`config.mk`:
```
export PLATFORM = sky130hd
export DESIGN_NAME = hazard_forwarding_unit_flat
export DESIGN_NICKNAME = d
export VERILOG_FILES = /design/src/rtl/hazard_forwarding_unit_pkg.sv /design/src/rtl/hazard_forwarding_unit_if.sv /design/src/rtl/hazard_forwarding_unit_fwd_select.sv /design/src/rtl/hazard_forwarding_unit.sv /design/src/flat_wrapper.sv
export SDC_FILE = /design/constraint.sdc
export NUM_CORES = 1
export LEC_CHECK = 0
export CAP_MARGIN = 30
export CELL_PAD_IN_SITES_DETAIL_PLACEMENT = 1
export CELL_PAD_IN_SITES_GLOBAL_PLACEMENT = 2
export CORE_MARGIN = 2
export CORE_UTILIZATION = 32
export CTS_CLUSTER_DIAMETER = 60
export DETAILED_ROUTE_END_ITERATION = 12
export GPL_TIMING_DRIVEN = 0
export PLACE_DENSITY = 0.89
export SYNTH_ARGS = -nofsm -noshare
export SYNTH_HDL_FRONTEND = slang
export SYNTH_SLANG_ARGS = --single-unit
export TNS_END_PERCENT = 30
```
`constraint.sdc`:
```
create_clock -name clk -period 5.1 [get_ports clk]
set_input_delay 1.02 -clock clk [delete_from_list [all_inputs] [get_ports clk]]
set_output_delay 1.02 -clock clk [all_outputs]
set_load 0.01 [all_outputs]
```
`src/rtl/hazard_forwarding_unit_pkg.sv`:
```
`default_nettype none
// ============================================================================
// Package   : pipeline_pkg
// Purpose   : Shared forwarding-select encodings, the PC register index and
//             the destination-info record carried by the hazard unit's
//             shadow pipeline.
// Revision  : 1.0 - initial release
// ============================================================================
package pipeline_pkg;

  // Default widths; the hazard unit parameters default to these values.
  localparam int DEF_RADDR_W = 4;
  localparam int DEF_CNT_W   = 8;

  // Register index that always reads from the RF/PC path.
  localparam int PC_REG = 15;

  // Operand mux select encodings shared by PA, PB and PD.
  localparam logic [1:0] FWD_RF  = 2'b00;
  localparam logic [1:0] FWD_EX  = 2'b01;
  localparam logic [1:0] FWD_MEM = 2'b10;
  localparam logic [1:0] FWD_WB  = 2'b11;

  // Destination information tracked for an instruction in flight.
  typedef struct packed {
    logic [DEF_RADDR_W-1:0] dest;
    logic                   rf_e;
    logic                   load;
  } dest_info_t;

  localparam dest_info_t DEST_NONE = '{dest: '0, rf_e: 1'b0, load: 1'b0};

endpackage : pipeline_pkg
`default_nettype wire

```
`src/rtl/hazard_forwarding_unit_if.sv`:
```
`default_nettype none
// ============================================================================
// Interface : hazard_forwarding_unit_if
// Purpose   : ID-stage operand/control inputs and the forwarding, stall and
//             flush controls returned to the pipeline datapath.
// Revision  : 1.0 - initial release
// ============================================================================
interface hazard_forwarding_unit_if #(
  parameter int RADDR_W = 4,
  parameter int CNT_W   = 8
);

  // ID-stage instruction information
  logic [RADDR_W-1:0] id_ra;
  logic [RADDR_W-1:0] id_rb;
  logic [RADDR_W-1:0] id_rd;
  logic               id_use_ra;
  logic               id_use_rb;
  logic               id_use_rd;
  logic               id_rf_e;
  logic               id_load;
  logic               branch_taken;

  // Control outputs toward the datapath
  logic [1:0]         sel_pa;
  logic [1:0]         sel_pb;
  logic [1:0]         sel_pd;
  logic               pc_le;
  logic               ifid_le;
  logic               nop_ex;
  logic               flush_ifid;
  logic [CNT_W-1:0]   stall_count;

  // Pipeline side: supplies the ID-stage fields, consumes the controls.
  modport master (
    output id_ra, id_rb, id_rd, id_use_ra, id_use_rb, id_use_rd,
           id_rf_e, id_load, branch_taken,
    input  sel_pa, sel_pb, sel_pd, pc_le, ifid_le, nop_ex, flush_ifid,
           stall_count
  );

  // Hazard unit side.
  modport slave (
    input  id_ra, id_rb, id_rd, id_use_ra, id_use_rb, id_use_rd,
           id_rf_e, id_load, branch_taken,
    output sel_pa, sel_pb, sel_pd, pc_le, ifid_le, nop_ex, flush_ifid,
           stall_count
  );

endinterface : hazard_forwarding_unit_if
`default_nettype wire

```
`src/rtl/hazard_forwarding_unit_fwd_select.sv`:
```
`default_nettype none
// ============================================================================
// Module    : fwd_select
// Purpose   : Priority encoder choosing the forwarding source for a single
//             operand: EX over MEM over WB, otherwise the register file.
// Revision  : 1.0 - initial release
// ============================================================================
module fwd_select #(
  parameter int RADDR_W = pipeline_pkg::DEF_RADDR_W,
  parameter int PC_REG  = pipeline_pkg::PC_REG
) (
  input  logic [RADDR_W-1:0] src_i,
  input  logic               use_i,
  input  logic [RADDR_W-1:0] ex_dest_i,
  input  logic               ex_rf_e_i,
  input  logic [RADDR_W-1:0] mem_dest_i,
  input  logic               mem_rf_e_i,
  input  logic [RADDR_W-1:0] wb_dest_i,
  input  logic               wb_rf_e_i,
  output logic [1:0]         sel_o
);

  import pipeline_pkg::*;

  localparam logic [RADDR_W-1:0] PC_ADDR = RADDR_W'(PC_REG);

  logic w_eligible;

  // The PC is never forwarded; otherwise the youngest writer wins.
  always_comb begin
    sel_o      = FWD_RF;
    w_eligible = use_i && (src_i != PC_ADDR);
    if (w_eligible) begin
      if (ex_rf_e_i && (ex_dest_i == src_i)) begin
        sel_o = FWD_EX;
      end else if (mem_rf_e_i && (mem_dest_i == src_i)) begin
        sel_o = FWD_MEM;
      end else if (wb_rf_e_i && (wb_dest_i == src_i)) begin
        sel_o = FWD_WB;
      end
    end
  end

endmodule : fwd_select
`default_nettype wire

```
`src/rtl/hazard_forwarding_unit.sv`:
```
`default_nettype none
// ============================================================================
// Module    : hazard_forwarding_unit
// Purpose   : Hazard detection and operand forwarding for the 5-stage
//             pipeline. Shadows destination info for EX/MEM/WB, drives the
//             PA/PB/PD selects, inserts load-use bubbles and flushes IF/ID
//             on taken branches.
// Revision  : 1.0 - initial release
// ============================================================================
module hazard_forwarding_unit #(
  parameter int RADDR_W = pipeline_pkg::DEF_RADDR_W,
  parameter int PC_REG  = pipeline_pkg::PC_REG,
  parameter int CNT_W   = pipeline_pkg::DEF_CNT_W
) (
  input  logic                     clk,
  input  logic                     reset,
  hazard_forwarding_unit_if.slave  bus
);

  import pipeline_pkg::*;

  localparam logic [CNT_W-1:0] CNT_MAX = {CNT_W{1'b1}};

  // Shadow pipeline: EX keeps the full record, MEM/WB only need dest/rf_e.
  dest_info_t          ex_q, ex_d;
  logic [RADDR_W-1:0]  mem_dest_q;
  logic                mem_rf_e_q;
  logic [RADDR_W-1:0]  wb_dest_q;
  logic                wb_rf_e_q;
  logic [CNT_W-1:0]    cnt_q, cnt_d;

  logic [1:0]          w_sel_pa;
  logic [1:0]          w_sel_pb;
  logic [1:0]          w_sel_pd;
  logic                w_stall;

  fwd_select #(.RADDR_W(RADDR_W), .PC_REG(PC_REG)) u_fwd_pa (
    .src_i      (bus.id_ra),
    .use_i      (bus.id_use_ra),
    .ex_dest_i  (ex_q.dest),
    .ex_rf_e_i  (ex_q.rf_e),
    .mem_dest_i (mem_dest_q),
    .mem_rf_e_i (mem_rf_e_q),
    .wb_dest_i  (wb_dest_q),
    .wb_rf_e_i  (wb_rf_e_q),
    .sel_o      (w_sel_pa)
  );

  fwd_select #(.RADDR_W(RADDR_W), .PC_REG(PC_REG)) u_fwd_pb (
    .src_i      (bus.id_rb),
    .use_i      (bus.id_use_rb),
    .ex_dest_i  (ex_q.dest),
    .ex_rf_e_i  (ex_q.rf_e),
    .mem_dest_i (mem_dest_q),
    .mem_rf_e_i (mem_rf_e_q),
    .wb_dest_i  (wb_dest_q),
    .wb_rf_e_i  (wb_rf_e_q),
    .sel_o      (w_sel_pb)
  );

  fwd_select #(.RADDR_W(RADDR_W), .PC_REG(PC_REG)) u_fwd_pd (
    .src_i      (bus.id_rd),
    .use_i      (bus.id_use_rd),
    .ex_dest_i  (ex_q.dest),
    .ex_rf_e_i  (ex_q.rf_e),
    .mem_dest_i (mem_dest_q),
    .mem_rf_e_i (mem_rf_e_q),
    .wb_dest_i  (wb_dest_q),
    .wb_rf_e_i  (wb_rf_e_q),
    .sel_o      (w_sel_pd)
  );

  // An operand selecting EX already implies eligibility, rf_e and a dest
  // match, so a load in EX plus any EX select is exactly a load-use hazard.
  always_comb begin
    w_stall = ex_q.load && ((w_sel_pa == FWD_EX) ||
                            (w_sel_pb == FWD_EX) ||
                            (w_sel_pd == FWD_EX));
  end

  // Next EX record: a bubble while stalling, else the ID instruction.
  always_comb begin
    ex_d = DEST_NONE;
    if (!w_stall) begin
      ex_d.dest = bus.id_rd;
      ex_d.rf_e = bus.id_rf_e;
      ex_d.load = bus.id_load;
    end
  end

  // Saturating stall-cycle counter.
  always_comb begin
    cnt_d = cnt_q;
    if (w_stall && (cnt_q != CNT_MAX)) begin
      cnt_d = cnt_q + 1'b1;
    end
  end

  // Shadow pipeline advance and counter update; reset clears everything.
  always_ff @(posedge clk or negedge reset) begin
    if (!reset) begin
      ex_q       <= DEST_NONE;
      mem_dest_q <= '0;
      mem_rf_e_q <= 1'b0;
      wb_dest_q  <= '0;
      wb_rf_e_q  <= 1'b0;
      cnt_q      <= '0;
    end else begin
      ex_q       <= ex_d;
      mem_dest_q <= ex_q.dest;
      mem_rf_e_q <= ex_q.rf_e;
      wb_dest_q  <= mem_dest_q;
      wb_rf_e_q  <= mem_rf_e_q;
      cnt_q      <= cnt_d;
    end
  end

  // A stalled instruction is held, so a branch seen then is not acted on.
  assign bus.sel_pa      = w_sel_pa;
  assign bus.sel_pb      = w_sel_pb;
  assign bus.sel_pd      = w_sel_pd;
  assign bus.pc_le       = ~w_stall;
  assign bus.ifid_le     = ~w_stall;
  assign bus.nop_ex      = w_stall;
  assign bus.flush_ifid  = bus.branch_taken & ~w_stall;
  assign bus.stall_count = cnt_q;

endmodule : hazard_forwarding_unit
`default_nettype wire

```
`src/flat_wrapper.sv`:
```
// flat-port wrapper written by rule: the top's interface ports become plain ports
module hazard_forwarding_unit_flat import pipeline_pkg::*;
#(
  parameter int RADDR_W = pipeline_pkg::DEF_RADDR_W,
  parameter int PC_REG  = pipeline_pkg::PC_REG,
  parameter int CNT_W   = pipeline_pkg::DEF_CNT_W
)
  (clk, reset, bus_id_ra, bus_id_rb, bus_id_rd, bus_id_use_ra, bus_id_use_rb, bus_id_use_rd, bus_id_rf_e, bus_id_load, bus_branch_taken, bus_sel_pa, bus_sel_pb, bus_sel_pd, bus_pc_le, bus_ifid_le, bus_nop_ex, bus_flush_ifid, bus_stall_count);
  hazard_forwarding_unit_if #(.RADDR_W(RADDR_W), .CNT_W(CNT_W)) bus_i ();
  input  logic clk;
  input  logic reset;
  input wire logic [$bits(bus_i.id_ra)-1:0] bus_id_ra;
  input wire logic [$bits(bus_i.id_rb)-1:0] bus_id_rb;
  input wire logic [$bits(bus_i.id_rd)-1:0] bus_id_rd;
  input wire logic [$bits(bus_i.id_use_ra)-1:0] bus_id_use_ra;
  input wire logic [$bits(bus_i.id_use_rb)-1:0] bus_id_use_rb;
  input wire logic [$bits(bus_i.id_use_rd)-1:0] bus_id_use_rd;
  input wire logic [$bits(bus_i.id_rf_e)-1:0] bus_id_rf_e;
  input wire logic [$bits(bus_i.id_load)-1:0] bus_id_load;
  input wire logic [$bits(bus_i.branch_taken)-1:0] bus_branch_taken;
  output wire logic [$bits(bus_i.sel_pa)-1:0] bus_sel_pa;
  output wire logic [$bits(bus_i.sel_pb)-1:0] bus_sel_pb;
  output wire logic [$bits(bus_i.sel_pd)-1:0] bus_sel_pd;
  output wire logic [$bits(bus_i.pc_le)-1:0] bus_pc_le;
  output wire logic [$bits(bus_i.ifid_le)-1:0] bus_ifid_le;
  output wire logic [$bits(bus_i.nop_ex)-1:0] bus_nop_ex;
  output wire logic [$bits(bus_i.flush_ifid)-1:0] bus_flush_ifid;
  output wire logic [$bits(bus_i.stall_count)-1:0] bus_stall_count;
  assign bus_i.id_ra = bus_id_ra;
  assign bus_i.id_rb = bus_id_rb;
  assign bus_i.id_rd = bus_id_rd;
  assign bus_i.id_use_ra = bus_id_use_ra;
  assign bus_i.id_use_rb = bus_id_use_rb;
  assign bus_i.id_use_rd = bus_id_use_rd;
  assign bus_i.id_rf_e = bus_id_rf_e;
  assign bus_i.id_load = bus_id_load;
  assign bus_i.branch_taken = bus_branch_taken;
  assign bus_sel_pa = bus_i.sel_pa;
  assign bus_sel_pb = bus_i.sel_pb;
  assign bus_sel_pd = bus_i.sel_pd;
  assign bus_pc_le = bus_i.pc_le;
  assign bus_ifid_le = bus_i.ifid_le;
  assign bus_nop_ex = bus_i.nop_ex;
  assign bus_flush_ifid = bus_i.flush_ifid;
  assign bus_stall_count = bus_i.stall_count;
  hazard_forwarding_unit #(.RADDR_W(RADDR_W), .PC_REG(PC_REG), .CNT_W(CNT_W)) u_core (.clk(clk), .reset(reset), .bus(bus_i));
endmodule
```
==> out/qor.yml, run 1 <==
timing:
  max_clock_freq_mhz: 218
  finalSetupTns_ps: 0
  slew_viol_final: 0
  finalCritPeriodShare_pct: 89.9
  maxSlewHeadroom_pct: 59.8
  worstMarginPinSlew_ps: 601
  clock_skew_ps: 3.41
  grt_setup_unrepaired: "no"
  finalHoldViolations: 0
  period_minus_slack_ps: 4590
  setup_viol: 0
global_routing:
  grt_antenna_before_repair: 0
  grt_pass1_vias: 1372
  grt_pass1_wl_mm: 6.89
  grt_usage_pct: 17.5
  grt-ovfl-total: 0
  grt_start_max_net_pins: 14
synth:
  syn_inst: 147
  ys.flop_type: "dfrtp_1"
  syn_nets: 168
  synth-seq-cells: 24
  synth_seq_area_share_pct: 41.2
  synthDistinctLibCells: 30
  async_flop_share_pct: 100
  yosys_warnings: 0
  syn-cell-area_um2: 1460
  syn_area_per_cell_um2: 9.92
  synth-edff-count: 0
clock_tree:
  clk_pin_slew_ps: 80
  cts_resized: 0
  cts_setup_buffers: 0
  cts_buffers: 3
  cts_root_buffer: "clkbuf_8"
  clockBufferDepth: 2
  postCtsHoldBufs: 0
  clk_latency_ps: 260
  clkSinkCount: 24
  cts_tree: "built"
  htree_levels: 1
layout:
  stdcell_count: 240
  multi_input_area_um2: 823
  final-seq-area_um2: 601
  nets: 211
  fill_cells: 505
  diodes: 0
  utilization_pct: 44.5
  finalInstanceArea_um2: 1950
  final_cell_mix: "clkdlybuf4s50_1, xor2_1, dfrtp_1"
  final_common_cell: "clkdlybuf4s50_1"
  layout-drive-gt1-share_pct: 8.51
  syn_to_final_growth_pct: 33.7
worst_setup_path:
  worstPathRequired_ps: 4080
  worst-endpoint-arrival_ps: 3570
  start_kind: "input pin"
  reg2reg_from: "u_core.ex_q[2]"
  end_kind: "primary output"
  worstSetupStartpoint: "bus_id_ra[1]"
  cp_max_fo: 11
  worstSetupPathType: "input pin to primary output"
power_and_ir_drop:
  p_leak_uw: 0.000773
  ir_worst_vdd_uv: 141
  powerDensity_nw_per_um2: 239
place:
  gp_congestion: 0.830
  placed_cells: 237
  hpwl_mm: 3.20
  placed_cell_area_um2: 1910
  port_buffers: 37
detailed_routing:
  vias: 1225
  dr.pass1.iters: 4
  drc: 0
  via_per_inst: 5.10
  antenna_left: 0
  wl_mm: 4.04
  drt_iter0_markers: 34
  wl_per_cell_um: 16.8
worst_hold_path:
  hp-start: "u_core.mem_rf_e_q"
  min_path_type: "register to register"
die:
  rows: 24
  die_w_um: 71.5
  fp.coreArea_um2: 4380
  dieArea_um2: 5110
  ios: 38
  initial_core_util_pct: 33.2
  die_h_um: 71.5
run:
  max-cap-violations: 0
status:
  status: "finished, final reports clean"
[final timing paths]
kind,to,slack [ps],depth (start not counted)
max,bus_flush_ifid,510,8
max reg2reg,u_core.bus.stall_count[7],2830,6
max in group asynchronous,u_core.ex_q[1],3470,2
min,u_core.wb_rf_e_q,470,0
min in group asynchronous,u_core.bus.stall_count[0],1130,1
min reg2reg,u_core.wb_rf_e_q,470,0
[power by group]
part,internal [uW],switching [uW]
Combinational,67.4,55.7
Sequential,208,26.9
Clock,52.8,54.7
Total,328,137
[Yosys cell counts, drive strengths merged, types with 2 or more instances]
cell | instances | area [um^2]
nor4 | 8 | 77.6
xnor2 | 11 | 96.3
nand3 | 8 | 40.0
nand2 | 14 | 52.6
o21ai | 2 | 10.0
nor2b | 3 | 18.8
dfrtp | 24 | 601
nor3 | 9 | 45.0
inv | 5 | 18.8
xor2 | 25 | 226
nand2b | 2 | 12.5
nor2 | 8 | 30.0
a21oi | 3 | 15.0
mux2 | 4 | 45.0
and2 | 7 | 43.8
nand4 | 4 | 25.0
buf | 2 | 15.0
[cell type report]
class / instances / area share [%]
Timing Repair Buffer: 38 / 19.8
Sequential cell: 24 / 30.8
Buffer: 2 / 0.770
Multi-Input combinational cell: 116 / 42.2
Tap cell: 52 / 3.34
Inverter: 5 / 0.963
Clock buffer: 3 / 2.12
[through the flow]
step           power [uW]  worst slack [ps]  hold slack (ps)
6_report              465               514              472
5_1_grt               495               339              491
4_1_cts               474               494              481
3_5_place_dp          363               501              464
3_3_place_gp          354               589              466
2_1_floorplan         292              1850              393
[routing by layer]
layer	up-vias	track usage [%]	part of all wire, %
li1	587	-	-
met1	604	22.3	46
met2	32	30.9	50
met3	2	3.23	3.6
met4	0	3.77	0.57
met5	-	0	0
[state kept, by name (all words and copies together) (netlist names)]
register	cells
u_core.mem_dest_q	4
u_core.wb_rf_e_q	1
u_core.ex_q	6
u_core.mem_rf_e_q	1
u_core.wb_dest_q	4
u_core.bus.stall_count	8
[cell families after synthesis]
logic type,Yosys count,share of synthesized area (%)
flip-flops,24,41.2
multiplexers,4,3.09
XOR/XNOR,36,22.1
adder cells (fa/ha/maj),1,0.858
buffers and inverters,7,2.32
AO/OA/AOI/OAI,9,5.06
AND/OR/NAND/NOR,66,25.3
[critical path, cell delays in order]
cell and delay [ps]:
clkdlybuf4s50_1 600, nor2b_1 180, a221o_1 190, nor4_4 60
o31ai_2 550, buf_4 270, and2_1 150, clkdlybuf4s50_1 530
Note: power is estimated with default switching activity, not from simulation.
==> inputs of run 2 (changes only) <==
Settings changed: CORE_MARGIN 2 to 3, HOLD_SLACK_MARGIN from default to 0.08.
==> run 2 against run 1 <==
Net effect:
- design area increased by 1.2%
- register-to-register slack improved by 80 ps
- cell count decreased by 0.42%
- sequential share of layout area decreased by 0.37 points
- first-iteration DRC count increased by 110%
- utilization increased by 2.5 points
- die area increased by 5.7%
- global-route usage decreased by 0.96 points
- sequential power about the same
- critical endpoint unchanged
- largest power group unchanged
==> out/qor.yml, run 2 (synthesis results as in run 1) <==
layout:
  final_common_cell: "clkdlybuf4s50_1"  # unchanged
  fill_cells: 489  # was 505
  final_cell_mix: "clkdlybuf4s50_1, xor2_1, dfrtp_1"  # unchanged
  layout-drive-gt1-share_pct: 8.99  # was 8.51%
  finalInstanceArea_um2: 1970  # was 1950 um^2
  diodes: 0  # unchanged
  nets: 211  # unchanged
  syn_to_final_growth_pct: 35.4  # was 33.7%
  largest_reg_flops: 8  # unchanged
detailed_routing:
  drt_iter0_markers: 72  # was 34
  via_per_inst: 5.26  # was 5.10
  vias: 1257  # was 1225
  antenna_left: 0  # unchanged
  drc: 0  # unchanged
  dr.pass1.iters: 4  # unchanged
  wl_per_cell_um: 17.1  # was 16.8 um
  wl_mm: 4.08  # was 4.04 mm
power_and_ir_drop:
  power_uw: 490  # was 465 uW
  p_seq_share_pct: 47.8  # was 50.5%
  switching_share_pct: 29.4  # was 29.5%
  internal_power_uw: 346  # was 328 uW
  ir_worst_vdd_uv: 97.9  # was 141 uV
  p_leak_uw: 0.000785  # was 0.000773 uW
  powerDensity_nw_per_um2: 248  # was 239 nW/um^2
  pwr-share-clk_pct: 26.6  # was 23.1%
  p_comb_share_pct: 25.6  # was 26.4%
  p_switching_uw: 144  # was 137 uW
die:
  die_w_um: 73.5  # was 71.5 um
  initial_core_util_pct: 34.7  # was 33.2%
  ios: 38  # unchanged
  die_h_um: 73.5  # was 71.5 um
  fp.coreArea_um2: 4200  # was 4380 um^2
  dieArea_um2: 5400  # was 5110 um^2
  rows: 23  # was 24
worst_setup_path:
  end_kind: "primary output"  # unchanged
  worstSetupPathType: "input pin to primary output"  # unchanged
  start_kind: "input pin"  # unchanged
  cp_max_fo: 11  # unchanged
  worstPathRequired_ps: 4080  # about the same
  r2r_slack_ps: 2910  # was 2830 ps
  worst-endpoint-arrival_ps: 3490  # was 3570 ps
timing:
  maxSlewHeadroom_pct: 64.0  # was 59.8%
  period_minus_slack_ps: 4510  # was 4590 ps
  max_clock_freq_mhz: 222  # was 218 MHz
  setup_viol: 0  # unchanged
  grt_setup_unrepaired: "no"  # unchanged
  slew_viol_final: 0  # unchanged
  finalSetupTns_ps: 0  # unchanged
  clock_skew_ps: 1.47  # was 3.41 ps
  finalCritPeriodShare_pct: 88.4  # was 89.9%
  worstMarginPinSlew_ps: 536  # was 601 ps
  finalHoldViolations: 0  # unchanged
clock_tree:
  cts_setup_buffers: 0  # unchanged
  cts_resized: 0  # unchanged
  clk_latency_ps: 260  # about the same
  clk_pin_slew_ps: 90  # was 80 ps
  cts_buffers: 3  # unchanged
  clkSinkCount: 24  # unchanged
  clockBufferDepth: 2  # unchanged
  cts_tree: "built"  # unchanged
  cts_root_buffer: "clkbuf_8"  # unchanged
  htree_levels: 1  # unchanged
  postCtsHoldBufs: 0  # unchanged
global_routing:
  grt_pass1_vias: 1410  # was 1372
  grt_usage_pct: 16.5  # was 17.5%
  grt-ovfl-total: 0  # unchanged
  grt_antenna_before_repair: 0  # unchanged
  grt_pass1_wl_mm: 6.93  # was 6.89 mm
  grt_start_max_net_pins: 19  # was 14
place:
  placed_cell_area_um2: 1920  # was 1910 um^2
  hpwl_mm: 3.35  # was 3.20 mm
  port_buffers: 37  # unchanged
  gp_congestion: 0.837  # was 0.830
status:
  status: "finished, final reports clean"  # unchanged
worst_hold_path:
  min_path_type: "register to register"  # unchanged
run:
  max-cap-violations: 0  # unchanged
[run 2: cell count changes in the layout (fill, tap and decap cells not counted)]
cell / delta
buf_16: +1
clkbuf_8: +1
buf_8: -1
[run 2: area by class of cell]
class / instances / area [um^2] / share of cell area, %
multi-input cells: 116 / 823 / 41.7
flip-flops and latches: 24 / 601 / 30.4
repair buffers: 38 / 398 / 20.2
well taps: 50 / 62.6 / 3.17
clock buffers: 4 / 55.1 / 2.79
inverters: 5 / 18.8 / 0.951
plain buffers: 2 / 15.0 / 0.761
[run 2: path summary, 6_finish.rpt]
path | start | end | depth (start not counted)
hold / removal | u_core.mem_rf_e_q | u_core.wb_rf_e_q | 0
max in group asynchronous | reset | u_core.bus.stall_count[2] | 2
setup reg to reg | u_core.ex_q[3] | u_core.bus.stall_count[7] | 6
hold reg to reg | u_core.mem_rf_e_q | u_core.wb_rf_e_q | 0
setup / recovery | bus_id_ra[1] | bus_flush_ifid | 8
min in group asynchronous | reset | u_core.wb_rf_e_q | 1
[run 2: power by group through the flow]
stage | Clock (uW) | Combinational [uW] | Sequential (uW)
2_1_floorplan | 0 | 56.4 | 235
3_3_place_gp | 0 | 117 | 236
3_5_place_dp | 0 | 127 | 238
4_1_cts | 134 | 128 | 234
5_1_grt | 142 | 138 | 238
6_report | 130 | 126 | 234
[run 2: per-stage QoR]
stage               setup slack (ps)  hold WS [ps]  cells  utilization [%]
finish                           594           490    239             47.0
global route                     378           510    239             47.0
CTS                              565           487    239             47.0
detailed placement               579           470    235             45.7
global placement                 609           464    234             45.0
floorplan                       1850           393    147                -
[run 2: layer usage]
layer	track usage, %	share of wire, %	up-vias
li1	-	-	588
met1	22.5	46	630
met2	27.4	50	35
met3	2.05	3.0	4
met4	4.83	1.3	0
met5	0	0	-
[run 2: critical path, stage by stage]
cell,delay [ps]
clkdlybuf4s50_1,610
nor2b_1,180
a221o_1,200
nor4_4,60
o31ai_2,500
buf_4,260
and2_1,130
clkdlybuf4s50_1,530
==> inputs of run 3 (changes only) <==
Settings changed: ABC_AREA from default to 0.
==> results of run 3 <==
The final DEF is identical to that of run 2; final timing and power are the same.
